==> config.mk <==
export PLATFORM = sky130hd
export DESIGN_NAME = vga_console_wr
export DESIGN_NICKNAME = d
export VERILOG_FILES = /design/src/rtl/vga_console_wr.sv
export SDC_FILE = /design/constraint.sdc
export NUM_CORES = 1
export LEC_CHECK = 0
export ABC_CLOCK_PERIOD_IN_PS = 3100
export BUFFER_PORTS_ARGS = -buffer_cell sky130_fd_sc_hd__buf_2
export CAP_MARGIN = 20
export CORE_MARGIN = 2
export CORE_UTILIZATION = 35
export CTS_BUF_LIST = sky130_fd_sc_hd__clkbuf_8
export CTS_CLUSTER_DIAMETER = 30
export DETAILED_ROUTE_END_ITERATION = 10
export GPL_ROUTABILITY_DRIVEN = 0
export PLACE_DENSITY = 0.59
export SYNTH_ARGS = -nofsm -noshare
export SYNTH_HDL_FRONTEND = slang
export SYNTH_SLANG_ARGS = --single-unit
==> constraint.sdc <==
create_clock -name i_clk -period 3.1 [get_ports i_clk]
set_input_delay 0.62 -clock i_clk [delete_from_list [all_inputs] [get_ports i_clk]]
set_output_delay 0.62 -clock i_clk [all_outputs]
set_load 0.01 [all_outputs]
==> src/rtl/vga_console_wr.sv <==
// Text-console writer: turns a character stream into VRAM/CRAM writes.
// It tracks the cursor, runs a full-screen clear and generates the cursor blink.
module vga_console_wr #(
  parameter int         COLS         = 80,
  parameter int         ROWS         = 25,
  parameter int         ADDR_W       = 11,
  parameter int         BLINK_DIV    = 12_587_500,
  parameter logic [7:0] CLS_CHAR     = 8'h20,
  parameter logic [7:0] CLS_ATTR     = 8'h07,
  parameter bit         CLS_ON_RESET = 1'b1
) (
  input  logic              i_clk,
  input  logic              i_rst_h,
  input  logic [7:0]        i_char_data,
  input  logic [7:0]        i_char_attr,
  input  logic              i_char_valid_h,
  output logic              o_char_ready_h,
  input  logic              i_cls_h,
  input  logic              i_blink_en_h,
  output logic [ADDR_W-1:0] o_vram_adr,
  output logic [7:0]        o_vram_data,
  output logic [7:0]        o_cram_data,
  output logic              o_vram_we,
  output logic [ADDR_W-1:0] o_cursor_adr,
  output logic              o_cursor_on,
  output logic              o_busy_h
);

  localparam int COL_W = (COLS > 1) ? $clog2(COLS) : 1;
  localparam int ROW_W = (ROWS > 1) ? $clog2(ROWS) : 1;
  localparam int BLK_W = (BLINK_DIV > 1) ? $clog2(BLINK_DIV) : 1;

  localparam logic [COL_W-1:0]  COL_LAST = COL_W'(COLS - 1);
  localparam logic [ROW_W-1:0]  ROW_LAST = ROW_W'(ROWS - 1);
  localparam logic [ADDR_W-1:0] ADR_LAST = ADDR_W'(COLS * ROWS - 1);
  localparam logic [ADDR_W-1:0] ADR_ROW  = ADDR_W'(COLS);
  localparam logic [BLK_W-1:0]  BLK_LAST = BLK_W'(BLINK_DIV - 1);

  localparam logic [7:0] CODE_BS = 8'h08;
  localparam logic [7:0] CODE_LF = 8'h0A;
  localparam logic [7:0] CODE_FF = 8'h0C;
  localparam logic [7:0] CODE_CR = 8'h0D;

  typedef enum logic [1:0] {
    IDLE     = 2'd0,
    CLS      = 2'd1,
    CLS_DONE = 2'd2
  } state_t;

  state_t              state_q, state_d;
  logic                pend_q, pend_d;
  logic [ADDR_W-1:0]   clr_cnt_q, clr_cnt_d;
  logic [ROW_W-1:0]    row_q, row_d;
  logic [COL_W-1:0]    col_q, col_d;
  logic [ADDR_W-1:0]   cur_adr_q, cur_adr_d;
  logic [BLK_W-1:0]    blk_cnt_q, blk_cnt_d;
  logic                phase_q, phase_d;
  logic                we_q, we_d;
  logic [ADDR_W-1:0]   adr_q, adr_d;
  logic [7:0]          data_q, data_d;
  logic [7:0]          attr_q, attr_d;
  logic                cursor_on_q, cursor_on_d;
  logic                busy_q, busy_d;
  logic                ready;
  logic                accept;

  // pend_q carries the post-reset clear request into the first IDLE cycle,
  // so reset itself never shows a busy or writing block.
  assign ready  = (state_q == IDLE) & ~i_cls_h & ~pend_q & ~i_rst_h;
  assign accept = ready & i_char_valid_h;

  always_comb begin
    state_d     = state_q;
    pend_d      = pend_q;
    clr_cnt_d   = clr_cnt_q;
    row_d       = row_q;
    col_d       = col_q;
    cur_adr_d   = cur_adr_q;
    blk_cnt_d   = blk_cnt_q;
    phase_d     = phase_q;
    we_d        = 1'b0;
    adr_d       = adr_q;
    data_d      = data_q;
    attr_d      = attr_q;
    cursor_on_d = cursor_on_q;
    busy_d      = busy_q;

    if (blk_cnt_q == BLK_LAST) begin
      blk_cnt_d = '0;
      phase_d   = ~phase_q;
    end else begin
      blk_cnt_d = blk_cnt_q + BLK_W'(1);
    end

    case (state_q)
      IDLE: begin
        if (i_cls_h || pend_q) begin
          state_d   = CLS;
          clr_cnt_d = '0;
          pend_d    = 1'b0;
        end else if (accept) begin
          // Typing keeps the cursor visible.
          blk_cnt_d = '0;
          phase_d   = 1'b1;
          if (i_char_data >= 8'h20) begin
            we_d   = 1'b1;
            adr_d  = cur_adr_q;
            data_d = i_char_data;
            attr_d = i_char_attr;
            if (col_q == COL_LAST) begin
              col_d = '0;
              if (row_q == ROW_LAST) begin
                row_d     = '0;
                cur_adr_d = '0;
              end else begin
                row_d     = row_q + ROW_W'(1);
                cur_adr_d = cur_adr_q + ADDR_W'(1);
              end
            end else begin
              col_d     = col_q + COL_W'(1);
              cur_adr_d = cur_adr_q + ADDR_W'(1);
            end
          end else begin
            case (i_char_data)
              CODE_CR: begin
                col_d     = '0;
                cur_adr_d = cur_adr_q - ADDR_W'(col_q);
              end
              CODE_LF: begin
                if (row_q == ROW_LAST) begin
                  row_d     = '0;
                  cur_adr_d = ADDR_W'(col_q);
                end else begin
                  row_d     = row_q + ROW_W'(1);
                  cur_adr_d = cur_adr_q + ADR_ROW;
                end
              end
              CODE_BS: begin
                if (col_q != '0) begin
                  col_d     = col_q - COL_W'(1);
                  cur_adr_d = cur_adr_q - ADDR_W'(1);
                end
              end
              CODE_FF: begin
                state_d   = CLS;
                clr_cnt_d = '0;
              end
              default: ;
            endcase
          end
        end
      end

      CLS: begin
        we_d   = 1'b1;
        adr_d  = clr_cnt_q;
        data_d = CLS_CHAR;
        attr_d = CLS_ATTR;
        if (clr_cnt_q == ADR_LAST) begin
          state_d = CLS_DONE;
        end else begin
          clr_cnt_d = clr_cnt_q + ADDR_W'(1);
        end
      end

      CLS_DONE: begin
        row_d     = '0;
        col_d     = '0;
        cur_adr_d = '0;
        state_d   = IDLE;
      end

      default: state_d = IDLE;
    endcase

    busy_d      = (state_d != IDLE);
    cursor_on_d = (state_d != IDLE) ? 1'b0 : (i_blink_en_h ? phase_d : 1'b1);
  end

  always_ff @(posedge i_clk) begin
    if (i_rst_h) begin
      state_q     <= IDLE;
      pend_q      <= CLS_ON_RESET;
      clr_cnt_q   <= '0;
      row_q       <= '0;
      col_q       <= '0;
      cur_adr_q   <= '0;
      blk_cnt_q   <= '0;
      phase_q     <= 1'b1;
      we_q        <= 1'b0;
      adr_q       <= '0;
      data_q      <= '0;
      attr_q      <= '0;
      cursor_on_q <= 1'b0;
      busy_q      <= 1'b0;
    end else begin
      state_q     <= state_d;
      pend_q      <= pend_d;
      clr_cnt_q   <= clr_cnt_d;
      row_q       <= row_d;
      col_q       <= col_d;
      cur_adr_q   <= cur_adr_d;
      blk_cnt_q   <= blk_cnt_d;
      phase_q     <= phase_d;
      we_q        <= we_d;
      adr_q       <= adr_d;
      data_q      <= data_d;
      attr_q      <= attr_d;
      cursor_on_q <= cursor_on_d;
      busy_q      <= busy_d;
    end
  end

  assign o_char_ready_h = ready;
  assign o_vram_we      = we_q;
  assign o_vram_adr     = adr_q;
  assign o_vram_data    = data_q;
  assign o_cram_data    = attr_q;
  assign o_cursor_adr   = cur_adr_q;
  assign o_cursor_on    = cursor_on_q;
  assign o_busy_h       = busy_q;

endmodule

==> results of run 1 <==
## synth_stat cells, types with 18 or more instances
library cell,count
nand3_1,24
nand2_1,73
xnor2_1,20
nor2_1,88
clkbuf_1,33
a21oi_1,36
nor3_1,18
o21ai_0,35
dfxtp_1,92
inv_1,18
## logic make-up after synthesis
| kind of cell | share of synthesized area (%) |
|---|---|
| flops | 35.2 |
| compound gates | 19.5 |
| mux | 0.789 |
| fa+ha+maj | 4.21 |
| xor+xnor | 6.02 |
| buf+inv | 4.35 |
| simple gates | 29.9 |
## worst max-delay path: stages
cell and delay, ns:
buf_2 0.11, or4b_4 0.55, nor2_4 0.11, nand2_2 0.12, buf_4 0.17, nand2_1 0.06
ha_1 0.21, o21ai_0 0.15, a221oi_2 0.28, mux2_2 0.38, a211oi_1 0.27, o221ai_1 0.13
## worst paths after layout
kind                            depth (start not counted)              end      startpoint  slack (ns)
worst min register to register                          1     blk_cnt_q[0]    blk_cnt_q[0]        0.47
worst max register to register                          9  o_cursor_adr[5]        col_q[0]        0.49
worst min-delay path                                    2      o_cursor_on    i_blink_en_h        0.46
worst max-delay path                                   12  o_cursor_adr[9]  i_char_data[0]        0.20
## per-stage QoR
step	utilization [%]	setup WS, ns
after global routing	42.0	0.0647
final	42.0	0.197
after floorplan	-	-0.0644
after CTS	41.8	0.0879
after global placement	40.7	-0.205
after detailed placement	40.7	-0.323
## power by group through the flow
stage / sequential [mW] / combinational [mW] / clock, mW
floorplan: 1.26 / 0.125 / 0
global placement: 1.26 / 0.210 / 0
detailed placement: 1.26 / 0.215 / 0
CTS: 1.23 / 0.215 / 0.765
global route: 1.23 / 0.242 / 0.800
finish: 1.23 / 0.217 / 0.734
## layout make-up
class	count	share of cell area [%]
Sequential cell	92	30.1
Multi-Input combinational cell	518	52.4
Clock inverter	6	0.695
Timing Repair Buffer	102	9.97
Clock buffer	9	2.02
Inverter	18	1.10
Tap cell	184	3.76
## repair_timing
item                                    CTS  global route
endpoints found under the setup margin    0             2
buffers inserted                          0             1
resized for setup                         0             2
## metal layers
| metal | GRT usage [%] | up-vias | part of all wire, % |
|---|---|---|---|
| met2 | 29.9 | 140 | 46 |
| met5 | 0 | - | 0 |
| met1 | 23.9 | 2459 | 47 |
| met3 | 4.29 | 19 | 5.2 |
| met4 | 6.79 | 0 | 1.8 |
| li1 | - | 2550 | - |
## flip-flops by register name (all words and copies together), names as in the netlist, 2 cells and up
signal and flops:
state_q 2, o_vram_data 8, o_cursor_adr 11, row_q 5, col_q 7, blk_cnt_q 24, o_vram_adr 11, clr_cnt_q 11
o_cram_data 8
==> results.py, run 1 <==
metrics = {
    "yosys": {
        "ys.flop_type": "dfxtp_1",
        "async_reset_ff_share_pct": 0,
        "ys_ff_latch": 92,
        "synth.area.top_cells": "dfxtp_1 (35%), nor2_1 (6.3%), nand2_1 (5.2%)",
        "synth_top_area_share_pct": 35.2,
        "synth_top_cell_by_area": "dfxtp_1",
        "postSynthAreaPerCell_um2": 7.85,
        "syn_area_mm2": 0.00523,
        "synth_edf_count": 0,
        "ys_types": 70,
        "syn_nets": 705,
        "yosys_warnings": 0,
        "synth_seq_area_share_pct": 35.2,
        "synthCells": 667,
    },
    "final_layout": {
        "fin_area_mm2": 0.00612,
        "final_cell_mix": "dfxtp_1 (92), nor2_1 (87), nand2_1 (72), buf_2 (62), buf_4 (40)",
        "finalNonFillerCells": 929,
        "fillers": 1493,
        "multi_input_area_mm2": 0.00321,
        "final_layout_size_suffix_gt1_share_pct": 19.2,
        "syn2layout_area_growth_pct": 17.0,
        "diodes": 0,
        "layout_commonest_cell": "dfxtp_1",
        "seq_area_mm2": 0.00184,
        "fin_nets": 779,
    },
    "clock_tree": {
        "clock_latency_ns": 0.39,
        "cts_tree": "built",
        "numCtsBuffers": 9,
        "clkSinkCount": 92,
        "clockRootBuffer": "clkbuf_8",
        "clk_pin_slew_ns": 0.09,
        "ctsLongestPathBuffers": 2,
        "cts_max_level": 3,
        "ctsHoldBuffers": 0,
    },
    "flow_run": {
        "drv_cap": 0,
    },
    "detailed_routing": {
        "firstDrtPassIters": 5,
        "vias": 5168,
        "via_per_inst": 5.56,
        "drt_wl_total_um": 14200,
        "drt-wirelength-per-cell_um": 15.3,
        "first_iter_violations": 365,
        "post-route-drc-count": 0,
        "ant_nets": 0,
    },
    "die": {
        "core_mm2": 0.0146,
        "die_h_um": 126,
        "die_area_mm2": 0.0159,
        "rows": 44,
        "start_util_pct": 35.9,
        "fp.dieW_um": 126,
        "num_io_pins": 63,
    },
    "timing": {
        "holdWs_ns": 0.462,
        "fmax_mhz": 344,
        "clock_skew_ns": 0.0167,
        "slew_violations": 0,
        "finalCriticalPeriod_ns": 2.90,
        "final_min_period_over_clock_period_pct": 93.7,
        "slew_headroom_pct": 43.5,
        "finalHoldViolations": 0,
        "rsz0062_at_grt": "false",
        "fin_tns_setup_ns": 0,
        "setup_viol": 0,
        "worst_pin_slew_ns": 0.846,
    },
    "pwr": {
        "swShare_pct": 27.5,
        "power_mw": 2.18,
        "p_clk_share_pct": 33.7,
        "p_comb_share_pct": 9.9,
        "p_sw_mw": 0.600,
        "power_density_mw_per_mm2": 356,
        "leakage_nw": 2.32,
        "peakVddDrop_v": 0.000322,
        "p_int_mw": 1.58,
        "p_seq_share_pct": 56.4,
    },
    "placed_design": {
        "dpl_cell_area_mm2": 0.00594,
        "dp_hpwl_um": 10600,
        "port_buffers": 62,
        "dpl.cell_count": 912,
    },
    "global_routing": {
        "grt_pass1_wl_um": 24200,
        "overflow": 0,
        "grtUsageTotal_pct": 18.4,
        "grt_pass1_vias": 5046,
        "grt_max_degree": 55,
        "antenna_found_initial": 0,
    },
    "critical_path": {
        "end_kind": "flip-flop",
        "worstPathRequired_ns": 3.35,
        "cp-start-kind": "primary input",
        "crit_fanout": 6,
        "path_class": "in -> reg",
        "cp.arrival_ns": 3.15,
    },
    "run_status": {
        "status": "completed",
    },
    "min_path": {
        "hold_class": "in -> reg",
    },
}
Note: power is estimated with default switching activity, not from simulation.
==> inputs of run 2 (changes only) <==
Settings changed: CTS_BUF_LIST sky130_fd_sc_hd__clkbuf_8 to sky130_fd_sc_hd__clkbuf_16.
==> run 2 against run 1 <==
Effect of this change:
- fmax decreased by 2.6%
- register-to-register slack about the same
- first-iteration DRC count down 3.0%
- via count about the same
- clock power grew 39%
- worst setup slack lost 0.079 ns
- power rose by 13%
- utilization rose by 0.72 points
- clock skew down 0.0080 ns
- hold slack better by 0.0026 ns
- highest routed layer unchanged
==> results.py, run 2 (synthesis results as in run 1) <==
metrics = {
    "run_status": {
        "status": "completed",
    },
    "final_layout": {
        "fin_nets": 779,
        "fillers": 1495,
        "finalNonFillerCells": 929,
        "largest_register_ff_count": 24,
        "layout_commonest_cell": "dfxtp_1",
        "multi_input_area_mm2": 0.00321,
        "seq_area_mm2": 0.00184,
        "diodes": 0,
        "final_cell_mix": "dfxtp_1 (92), nor2_1 (87), nand2_1 (72), buf_2 (62), buf_4 (40)",
        "regMostFlops": "blk_cnt_q",
        "final_layout_size_suffix_gt1_share_pct": 19.3,
        "syn2layout_area_growth_pct": 19.0,
    },
    "global_routing": {
        "grtUsageTotal_pct": 18.5,
        "overflow": 0,
        "antenna_found_initial": 0,
        "grt_max_degree": 55,
        "grt_pass1_vias": 5053,
        "grt_pass1_wl_um": 24300,
    },
    "detailed_routing": {
        "firstDrtPassIters": 5,
        "first_iter_violations": 354,
        "via_per_inst": 5.57,
        "drt-wirelength-per-cell_um": 15.4,
        "post-route-drc-count": 0,
        "drt_wl_total_um": 14300,
        "ant_nets": 0,
        "vias": 5170,
    },
    "critical_path": {
        "timing.reg2reg.setup_slack_ns": 0.49,
        "cp-start-kind": "primary input",
        "path_class": "in -> reg",
        "cp.arrival_ns": 3.20,
        "worstPathRequired_ns": 3.32,
        "crit_fanout": 6,
        "end_kind": "flip-flop",
    },
    "timing": {
        "finalHoldViolations": 0,
        "slew_headroom_pct": 43.8,
        "rsz0062_at_grt": "false",
        "clock_skew_ns": 0.00874,
        "worst_pin_slew_ns": 0.841,
        "fmax_mhz": 335,
        "final_min_period_over_clock_period_pct": 96.2,
        "finalCriticalPeriod_ns": 2.98,
        "holdWs_ns": 0.465,
        "setup_viol": 0,
        "slew_violations": 0,
    },
    "clock_tree": {
        "cts_max_level": 3,
        "ctsLongestPathBuffers": 2,
        "clk_pin_slew_ns": 0.06,
        "clockRootBuffer": "clkbuf_16",
        "clkSinkCount": 92,
        "clock_latency_ns": 0.35,
        "numCtsBuffers": 9,
        "cts_tree": "built",
    },
    "die": {
        "die_h_um": 126,
        "die_area_mm2": 0.0159,
        "core_mm2": 0.0146,
        "start_util_pct": 35.9,
        "num_io_pins": 63,
        "fp.dieW_um": 126,
        "rows": 44,
    },
    "placed_design": {
        "dpl.cell_count": 912,
        "dp_hpwl_um": 10600,
        "port_buffers": 62,
    },
    "pwr": {
        "power_density_mw_per_mm2": 396,
        "peakVddDrop_v": 0.000303,
        "leakage_nw": 2.36,
    },
    "min_path": {
        "hold_class": "reg -> reg",
    },
    "flow_run": {
        "drv_cap": 0,
    },
}
-- run 2: worst paths after layout --
path | depth (start not counted) | startpoint | end
worst max register to register | 9 | col_q[0] | o_cursor_adr[5]
worst max-delay path | 12 | i_char_data[0] | o_cursor_adr[9]
worst min-delay path | 1 | blk_cnt_q[0] | blk_cnt_q[0]
worst min register to register | 1 | blk_cnt_q[0] | blk_cnt_q[0]
-- run 2: routing by layer --
| metal | share of wire, % | wire length [um] | global-route usage, % | up-vias |
|---|---|---|---|---|
| met3 | 6.3 | 899 | 5.06 | 20 |
| li1 | - | - | - | 2552 |
| met5 | 0 | 0 | 0 | - |
| met1 | 46 | 6630 | 24.1 | 2458 |
| met2 | 46 | 6500 | 29.8 | 140 |
| met4 | 1.6 | 234 | 6.08 | 0 |
-- run 2: repair_timing --
item,4_1_cts,5_1_grt
buffers inserted,0,1
hold buffers,0,0
setup endpoints to repair,0,3
gates resized for setup,0,3
-- run 2: layout make-up --
class	instances	share of cell area [%]
clock buffers	9	3.62
clock inverters	6	0.683
inverters	18	1.08
multi-input cells	518	51.5
flip-flops and latches	92	29.6
well taps	184	3.70
repair buffers	102	9.81
-- run 2: worst max-delay path, stage by stage --
cell and delay [ns]:
buf_2 0.11, or4b_4 0.55, nor2_4 0.11, nand2_2 0.12
buf_4 0.17, nand2_1 0.06, ha_1 0.21, o21ai_0 0.17
a221oi_2 0.29, mux2_2 0.38, a211oi_1 0.27, o221ai_1 0.13
-- run 2: power breakdown --
| part | switching [mW] | leakage (nW) | total [mW] | internal [mW] |
|---|---|---|---|---|
| combinational | 0.132 | 1.48 | 0.217 | 0.0850 |
| clock | 0.480 | 0.133 | 1.02 | 0.540 |
| sequential | 0.0221 | 0.747 | 1.23 | 1.21 |
| total | 0.634 | 2.36 | 2.47 | 1.83 |
-- run 2: stage by stage --
step	util (%)	setup WS, ns	total power [mW]	setup TNS [ns]	area, um2
finish	42.7	0.118	2.47	0	6230
floorplan	-	-0.0644	1.39	-0.0877	5280
detailed placement	40.7	-0.323	1.47	-1.18	5940
global placement	40.7	-0.205	1.47	-0.758	5940
global route	42.7	0.0137	2.57	0	6230
CTS	42.5	0.0512	2.50	0	6200
